## config.mk

```make
export PLATFORM = sky130hd
export DESIGN_NAME = nand_op_seq
export DESIGN_NICKNAME = d
export VERILOG_FILES = /design/src/rtl/nand_pkg.sv /design/src/rtl/rb_sync.sv /design/src/rtl/nand_op_seq.sv
export SDC_FILE = /design/constraint.sdc
export NUM_CORES = 1
export LEC_CHECK = 0
export ABC_CLOCK_PERIOD_IN_PS = 5100
export BUFFER_PORTS_ARGS = -buffer_cell sky130_fd_sc_hd__buf_2
export CAP_MARGIN = 20
export CORE_AREA = 5 5 120 99
export CTS_BUF_LIST = sky130_fd_sc_hd__clkbuf_8
export DETAILED_ROUTE_END_ITERATION = 10
export DIE_AREA = 0 0 125 104
export PLACE_DENSITY = 0.75
export SYNTH_ARGS = -nofsm -noshare
export SYNTH_HDL_FRONTEND = slang
export SYNTH_HIERARCHICAL = 1
export SYNTH_SLANG_ARGS = --single-unit
```

## constraint.sdc

```tcl
create_clock -name clk_i -period 5.1 [get_ports clk_i]
set_input_delay 0 -clock clk_i [delete_from_list [all_inputs] [get_ports clk_i]]
set_output_delay 0 -clock clk_i [all_outputs]
set_load 0.05 [all_outputs]
```

## src/rtl/nand_pkg.sv

```systemverilog
// Shared encodings for the NAND operation sequencer: op codes, command bytes,
// beat modes, FSM states and wait-phase limits.
package nand_pkg;

    localparam logic [1:0] OP_RESET   = 2'd0;
    localparam logic [1:0] OP_READ    = 2'd1;
    localparam logic [1:0] OP_PROGRAM = 2'd2;
    localparam logic [1:0] OP_ERASE   = 2'd3;

    localparam logic [7:0] CMD_RESET  = 8'hFF;
    localparam logic [7:0] CMD_READ1  = 8'h00;
    localparam logic [7:0] CMD_READ2  = 8'h30;
    localparam logic [7:0] CMD_PROG1  = 8'h80;
    localparam logic [7:0] CMD_PROG2  = 8'h10;
    localparam logic [7:0] CMD_ERASE1 = 8'h60;
    localparam logic [7:0] CMD_ERASE2 = 8'hD0;

    localparam logic [1:0] MODE_CMD  = 2'd0;
    localparam logic [1:0] MODE_ADDR = 2'd1;
    localparam logic [1:0] MODE_DATA = 2'd2;

    typedef enum logic [2:0] {
        ST_IDLE,
        ST_CMD1,
        ST_ADDR,
        ST_DATA,
        ST_CMD2,
        ST_WAIT_LO,
        ST_WAIT_HI,
        ST_FIN
    } state_e;

    localparam logic [23:0] WAIT_LO_LIMIT   = 24'd64;
    localparam logic [23:0] WAIT_HI_TIMEOUT = 24'hFFFFFF;

    function automatic logic [7:0] cmd1_byte(input logic [1:0] op);
        case (op)
            OP_RESET:   return CMD_RESET;
            OP_READ:    return CMD_READ1;
            OP_PROGRAM: return CMD_PROG1;
            default:    return CMD_ERASE1;
        endcase
    endfunction

    function automatic logic [7:0] cmd2_byte(input logic [1:0] op);
        case (op)
            OP_READ:    return CMD_READ2;
            OP_PROGRAM: return CMD_PROG2;
            default:    return CMD_ERASE2;
        endcase
    endfunction

endpackage

```

## src/rtl/rb_sync.sv

```systemverilog
// Two-flop synchroniser for the target's asynchronous ready/busy line.
// Resets to "ready" so a freshly reset sequencer never sees a phantom busy.
module rb_sync (
    input  logic clk_i,
    input  logic rst_i,
    input  logic rb_i,
    output logic rb_sync_o
);

    logic meta_q;
    logic sync_q;

    always_ff @(posedge clk_i or posedge rst_i) begin
        if (rst_i) begin
            meta_q <= 1'b1;
            sync_q <= 1'b1;
        end else begin
            meta_q <= rb_i;
            sync_q <= meta_q;
        end
    end

    assign rb_sync_o = sync_q;

endmodule

```

## src/rtl/nand_op_seq.sv

```systemverilog
// NAND operation sequencer: turns one host request into command/address/data
// beats for the cycle driver, then waits out the target's busy phase.
module nand_op_seq
    import nand_pkg::*;
#(
    parameter logic [23:0] HI_TIMEOUT = WAIT_HI_TIMEOUT
) (
    input  logic        clk_i,
    input  logic        rst_i,
    input  logic        req_valid_i,
    output logic        req_ready_o,
    input  logic [1:0]  req_op_i,
    input  logic [15:0] req_col_i,
    input  logic [23:0] req_row_i,
    input  logic [12:0] req_len_i,
    input  logic [7:0]  wdata_i,
    input  logic        wdata_valid_i,
    output logic        wdata_ready_o,
    output logic [1:0]  mode_o,
    output logic [7:0]  ioh_o,
    output logic        cyc_valid_o,
    input  logic        cyc_ready_i,
    input  logic        rb_i,
    output logic        busy_o,
    output logic        done_o,
    output logic        err_o
);

    state_e      state_q, state_d;
    logic [1:0]  op_q, op_d;
    logic [15:0] col_q, col_d;
    logic [23:0] row_q, row_d;
    logic [12:0] len_q, len_d;
    logic [2:0]  addr_idx_q, addr_idx_d;
    logic [12:0] data_cnt_q, data_cnt_d;
    logic [23:0] wait_cnt_q, wait_cnt_d;
    logic        err_q, err_d;
    logic        rb_s;
    logic [7:0]  addr_byte;

    rb_sync u_rb_sync (
        .clk_i     (clk_i),
        .rst_i     (rst_i),
        .rb_i      (rb_i),
        .rb_sync_o (rb_s)
    );

    // Address index 0..1 selects column bytes, 2..4 row bytes; erase starts at 2.
    always_comb begin
        case (addr_idx_q)
            3'd0:    addr_byte = col_q[7:0];
            3'd1:    addr_byte = col_q[15:8];
            3'd2:    addr_byte = row_q[7:0];
            3'd3:    addr_byte = row_q[15:8];
            default: addr_byte = row_q[23:16];
        endcase
    end

    always_comb begin
        state_d       = state_q;
        op_d          = op_q;
        col_d         = col_q;
        row_d         = row_q;
        len_d         = len_q;
        addr_idx_d    = addr_idx_q;
        data_cnt_d    = data_cnt_q;
        wait_cnt_d    = wait_cnt_q;
        err_d         = err_q;
        req_ready_o   = 1'b0;
        cyc_valid_o   = 1'b0;
        wdata_ready_o = 1'b0;
        mode_o        = MODE_CMD;
        ioh_o         = 8'h00;
        done_o        = 1'b0;

        case (state_q)
            ST_IDLE: begin
                req_ready_o = 1'b1;
                if (req_valid_i) begin
                    op_d       = req_op_i;
                    col_d      = req_col_i;
                    row_d      = req_row_i;
                    len_d      = (req_len_i == 13'd0) ? 13'd1 : req_len_i;
                    addr_idx_d = (req_op_i == OP_ERASE) ? 3'd2 : 3'd0;
                    data_cnt_d = 13'd0;
                    wait_cnt_d = 24'd0;
                    err_d      = 1'b0;
                    state_d    = ST_CMD1;
                end
            end
            ST_CMD1: begin
                cyc_valid_o = 1'b1;
                ioh_o       = cmd1_byte(op_q);
                if (cyc_ready_i) begin
                    state_d = (op_q == OP_RESET) ? ST_WAIT_LO : ST_ADDR;
                end
            end
            ST_ADDR: begin
                cyc_valid_o = 1'b1;
                mode_o      = MODE_ADDR;
                ioh_o       = addr_byte;
                if (cyc_ready_i) begin
                    if (addr_idx_q == 3'd4) begin
                        state_d = (op_q == OP_PROGRAM) ? ST_DATA : ST_CMD2;
                    end else begin
                        addr_idx_d = addr_idx_q + 3'd1;
                    end
                end
            end
            // Data beats are a straight pass-through of the host write stream.
            ST_DATA: begin
                mode_o        = MODE_DATA;
                ioh_o         = wdata_i;
                cyc_valid_o   = wdata_valid_i;
                wdata_ready_o = cyc_ready_i;
                if (wdata_valid_i && cyc_ready_i) begin
                    data_cnt_d = data_cnt_q + 13'd1;
                    if (data_cnt_q + 13'd1 == len_q) begin
                        state_d = ST_CMD2;
                    end
                end
            end
            ST_CMD2: begin
                cyc_valid_o = 1'b1;
                ioh_o       = cmd2_byte(op_q);
                if (cyc_ready_i) begin
                    state_d    = ST_WAIT_LO;
                    wait_cnt_d = 24'd0;
                end
            end
            // A target that never drops RB is assumed to have already finished.
            ST_WAIT_LO: begin
                if (!rb_s || (wait_cnt_q == WAIT_LO_LIMIT - 24'd1)) begin
                    state_d    = ST_WAIT_HI;
                    wait_cnt_d = 24'd0;
                end else begin
                    wait_cnt_d = wait_cnt_q + 24'd1;
                end
            end
            ST_WAIT_HI: begin
                if (rb_s) begin
                    state_d = ST_FIN;
                end else if (wait_cnt_q == HI_TIMEOUT - 24'd1) begin
                    err_d   = 1'b1;
                    state_d = ST_FIN;
                end else begin
                    wait_cnt_d = wait_cnt_q + 24'd1;
                end
            end
            ST_FIN: begin
                done_o  = 1'b1;
                state_d = ST_IDLE;
            end
            default: state_d = ST_IDLE;
        endcase
    end

    always_ff @(posedge clk_i or posedge rst_i) begin
        if (rst_i) begin
            state_q    <= ST_IDLE;
            op_q       <= OP_RESET;
            col_q      <= 16'd0;
            row_q      <= 24'd0;
            len_q      <= 13'd0;
            addr_idx_q <= 3'd0;
            data_cnt_q <= 13'd0;
            wait_cnt_q <= 24'd0;
            err_q      <= 1'b0;
        end else begin
            state_q    <= state_d;
            op_q       <= op_d;
            col_q      <= col_d;
            row_q      <= row_d;
            len_q      <= len_d;
            addr_idx_q <= addr_idx_d;
            data_cnt_q <= data_cnt_d;
            wait_cnt_q <= wait_cnt_d;
            err_q      <= err_d;
        end
    end

    assign busy_o = (state_q != ST_IDLE);
    assign err_o  = err_q;

endmodule
```

# Word-level counts from Yosys, hierarchy flattened
# Cells that the tools add are included.
[totals] regBits=101 input_bits=69 output_inout_bits=16 wordCells=104
[op_classes] n_addsub=3 n_eq_ne=30 mux=41 n_reduce_logical=19
[ops] operator="$mux W24" count=5
[ops] operator="$pmux W24 S4" count=1
[ops] operator="$pmux W8 S4" count=2
[ops] operator="$mux W3" count=15
[ops] operator="$mux W13" count=3
[ops] operator="$pmux W13 S2" count=1
[ops] operator="$add A24 B1 Y24 const B" count=1
[ops] operator="$eq A24 B24 Y1 const B" count=1
[ops] operator="$eq A24 B6 Y1 const B" count=1
[ops] operator="$ne A2 B2 Y1 const B" count=12
[ops] operator="$pmux W3 S8" count=1
[ops] operator="$pmux W8 S3" count=1
[ops] operator="$pmux W8 S2" count=1
[ops] operator="$eq A3 B3 Y1 const B" count=5
[ops] operator="$add A13 B1 Y13 const B" count=1
[ops] operator="$eq A13 B13 Y1" count=1
[ops] operator="$logic_not A13 Y1" count=1
[ops] operator="$eq A3 B2 Y1 const B" count=4
[ops] operator="$reduce_and A9 Y1" count=1
[ops] operator="$reduce_and A4 Y1" count=2
[ops] operator="$eq A3 B1 Y1 const B" count=2
[ops] operator="$logic_not A3 Y1" count=2
[ops] operator="$mux W1" count=6
[ops] operator="$pmux W3 S2" count=1
[ops] operator="other kinds (18)" count=22

# Logic depth before layout (Yosys ltp)
[logic_depth] depth_word=5 ltp_mapped=10 ltp_nobuf=8

# Cells and area by module
# Netlist, hierarchy kept.
[by_module_without_submodules] mod="nand_op_seq" instances=1 cells_each=550 area_each_um2=5465.2 seq_area_each_um2=2477.4
[by_module_without_submodules] mod="rb_sync" instances=1 cells_each=3 area_each_um2=56.3 seq_area_each_um2=52.6

# Worst setup path after synthesis
# OpenSTA, ideal clock, no wires.
[synth_timing] path_type="reg-to-reg" from="reg state_q[1]" to="reg col_q[12]" arrival_ns=2.906 setup_slack_ns=2.066 path_stages_with_launch=8 path_buffers=4 cell_sequence="dfrtp_1 -> clkbuf_1 -> nor3_1 -> and2_1 -> clkbuf_1 -> buf_2 -> buf_2 -> mux2_1"
[synth_via] elab_chain_cells=2
[synth_lines] element="from (decl)" line="nand_op_seq.sv:29" text="state_e state_q, state_d;"
[synth_lines] element="from (signal assigned)" line="nand_op_seq.sv:170" text="state_q <= state_d;"
[synth_lines] element="$logic_not A3 Y1" line="nand_op_seq.sv:76" text="case (state_q)"
[synth_lines] element="$reduce_and A2 Y1 (no line)"
[synth_lines] element="to (signal assigned)" line="nand_op_seq.sv:172" text="col_q <= col_d;"
[synth_lines] element="to (decl)" line="nand_op_seq.sv:31" text="logic [15:0] col_q, col_d;"
# Every way passes these cells.
# A chain may end at the register's enable or synchronous reset.

# Final worst setup path
[layout_timing] from="reg state_q[1]" to="reg len_q[12]"
[layout_via] elab_chain_cells=2
[layout_lines] element="$logic_not A3 Y1" line="nand_op_seq.sv:76"
[layout_lines] element="$reduce_and A2 Y1 (no line)"
[layout_lines] element="to (signal assigned)" line="nand_op_seq.sv:174" text="len_q <= len_d;"
[layout_lines] element="to (decl)" line="nand_op_seq.sv:33" text="logic [12:0] len_q, len_d;"
# Every way passes these cells.

==> results.md <==
- # resized after CTS: 0
- Endpoints failing setup: 0
- Final Hold Fails: 0
- CTS tree: yes
- Cell Pwr Density: 503 nW/um^2
- # DRC: 0
- Main synth FF type: dfrtp_1
- Clock sinks: 101
- Initial antenna violation count: 0
- Largest area contributor in the netlist: dfrtp_1
- Total number of vias: 4873
- Crit Path Max Fanout: 44
- Clock Skew: 0.0144 ns
- Reg clk slew, reported paths: 0.10 ns
- Synth Cell Area: 5520 sq um
- Worst Path Arrival: 3.14 ns
- Gr ovfl total: 0
- Area growth syn-to-layout: 23.3%
- Root Driver: clkbuf_8
- Syn. warnings: 6
- Synth cell types: 58
- Worst-Skew Late Latency: 0.38 ns
- Share of layout cells above drive strength 1: 0.239
- Post-Syn Nets: 634
- Setup CP Type: reg2reg
- Row count: 34
- Mux cell area share after synthesis: 0.110
- Setup TNS: 0 ns
- Slew Limit Fails: 0
- Initial Utilization: 0.521
- Psw: 1.50 mW
- Post-Synth Simple-Gate Area: 0.176
- Largest family of logic cells by synthesized area: simple AND/OR/NAND/NOR gates
- Chip height: 104 um
- Slew @ Worst Pin: 0.984 ns
- Min Tclk post-route: 2.87 ns
- Synth Area in Adders: 0.0272
- Rel. slew slack: 0.338
- CP endpoint kind: register
- Complex-gate fraction of the synthesized area: 0.131
- Switching share of power: 0.437
- Top-count cell post-synth: dfrtp_1
- CP startpoint kind: register
- Gr usage total: 0.239
- Crit path required time: 5.37 ns
- Int Power: 1.93 mW
- Worst VDD drop: 522 uV
- CTS buffer count: 9
- WL/cell: 18.5 um
- Post-CTS setup buffer count: 0
- Final ANT Viol Nets: 0
- Final #Nets: 757
- Core area: 10600 sq um
- Number of global-route vias before repair: 5019
- Port bufs: 84
- Max Fclk: 349 MHz
- PnR Total Power: 3.42 mW
- Post-synthesis async set-or-reset flop share: 1.00
- Synth top cells by count: dfrtp_1 (99), mux2_2 (49), nor2_1 (46)
- Final Wtd Congestion: 0.910
- Ports: 85
- Post-Synth XOR/XNOR Area: 0.0619
- Largest net degree at the start of global routing: 45
- Die width: 125 um
- First-pass GRT wire length: 25300 um
- Tcrit/Tclk final: 0.562
- Max cap viols: 0
- CTS H-tree lvls: 3
- EDFF count, synth: 0
- Vias per inst: 5.90
- Avg Inst Size Synth: 9.98 sq um
- Drt total wl: 15300 um
- Area fraction of the dominant cell type after synthesis: 0.449
- Kind of path behind the tightest hold check: in2reg
- Combinational power share: 0.470
- Post-synthesis sequential area ratio: 0.458
- 1st-iter DRT viols: 357
- Sequential share of power: 0.375
- Clk network pwr share: 0.155
- RSZ-0062 raised after global routing: false
- Leakage: 3.03 nW
- Outcome: finished clean
- Clock buffer depth: 2
- Post-Syn Instances: 553
- Synth Register Bits: 101
- Die footprint: 13000 sq um
- DR pass1 iterations: 5
- HPWL Detailed: 10300 um
- Dominant cells by area after synthesis: dfrtp_1 (45%), mux2_2 (10%), xor2_1 (4.3%)
==> stage by stage <==
stage | util | instance area (sq um) | worst slack (ns) | hold WS (ns) | instances
global route | 0.642 | 6810 | 2.12 | 0.197 | 825
floorplan | - | 5520 | 2.07 | -0.0885 | 553
finish | 0.643 | 6810 | 2.23 | 0.182 | 826
CTS | 0.642 | 6810 | 2.31 | 0.171 | 825
detailed placement | 0.569 | 6030 | 2.32 | 0.0636 | 752
global placement | 0.567 | 6010 | 2.43 | 0.0397 | 751
==> layout by cell type, fill, tap and decap left out, types with 6 or more instances in the layout <==
| cell type | n |
|---|---|
| nand2_1 | 26 |
| dfrtp_1 | 99 |
| o21ai_0 | 32 |
| ha_1 | 12 |
| xor2_1 | 27 |
| o22ai_1 | 6 |
| nand3_1 | 29 |
| o21ai_1 | 10 |
| dlygate4sd3_1 | 57 |
| o31ai_1 | 6 |
| a22oi_1 | 17 |
| and3_1 | 13 |
| clkbuf_8 | 10 |
| nor3_1 | 7 |
| xnor2_1 | 12 |
| mux2_2 | 49 |
| inv_1 | 16 |
| nand4_1 | 20 |
| buf_2 | 84 |
| nor2_1 | 46 |
| a21oi_1 | 21 |
| nor4_1 | 9 |
| nor2b_1 | 6 |
==> per-layer routing <==
metal / vias to the layer above / track usage / wire length (um)
li1: 2246 / - / -
met1: 2362 / 0.310 / 6450
met2: 220 / 0.378 / 7150
met3: 45 / 0.0606 / 1070
met4: 0 / 0.106 / 615
met5: - / 0 / 0
==> registers in the layout, indices dropped and copies added (netlist names) <==
signal               flops
addr_idx_q               3
col_q                   16
data_cnt_q              13
err_o                    1
len_q                   13
op_q                     2
row_q                   24
state_q                  3
u_rb_sync/meta_q         1
u_rb_sync/rb_sync_o      1
wait_cnt_q              24
==> worst max-delay path: stages, from the launching register on <==
cell and delay (ns):
dfrtp_1 0.68, nor3_1 0.58, and2_2 0.53, buf_4 0.54, mux2_2 0.40
==> what timing repair did <==
action,CTS,global route
hold endpoints to repair,89,0
endpoints found under the setup margin,0,0
hold buffers,57,0
==> layout make-up <==
type	count	area [sq um]
diodes	1	2.50
clock buffers	10	138
clock inverters	6	67.6
fillers	818	3780
inverters	17	65.1
multi-input cells	402	2790
flip-flops and latches	101	2530
well taps	144	180
repair buffers	145	1030
==> final timing paths <==
kind                                                  from                             to  slack (ns)  cells past startpoint
worst max-delay path                state_q[1]$_DFFE_PP0P_          len_q[12]$_DFFE_PP0P_        2.23                      4
max in group asynchronous                            rst_i         state_q[2]$_DFFE_PP0P_        3.80                      5
min in group asynchronous                            rst_i  u_rb_sync/rb_sync_o$_DFF_PP1_        0.23                      3
worst min-delay path                         wdata_valid_i      data_cnt_q[6]$_DFFE_PP0P_        0.18                      4
worst max register to register      state_q[1]$_DFFE_PP0P_          len_q[12]$_DFFE_PP0P_        2.23                      4
worst min register to register  u_rb_sync/meta_q$_DFF_PP1_  u_rb_sync/rb_sync_o$_DFF_PP1_        0.37                      0
==> power groups by stage <==
| stage | Clock [mW] | Combinational, mW | Sequential, mW |
|---|---|---|---|
| final | 0.532 | 1.61 | 1.28 |
| after detailed placement | 0 | 1.55 | 1.29 |
| after floorplan | 0 | 1.26 | 1.20 |
| after global routing | 0.573 | 1.74 | 1.32 |
| after global placement | 0 | 1.49 | 1.27 |
| after CTS | 0.539 | 1.59 | 1.28 |
==> cell families after synthesis <==
family                   after synthesis
AND/OR/NAND/NOR                      182
XOR/XNOR                              39
adder cells (fa/ha/maj)               12
flip-flops                           101
multiplexers                          54
buffers and inverters                 50
AO/OA/AOI/OAI                        115
Power figures use the tool's default switching activity.
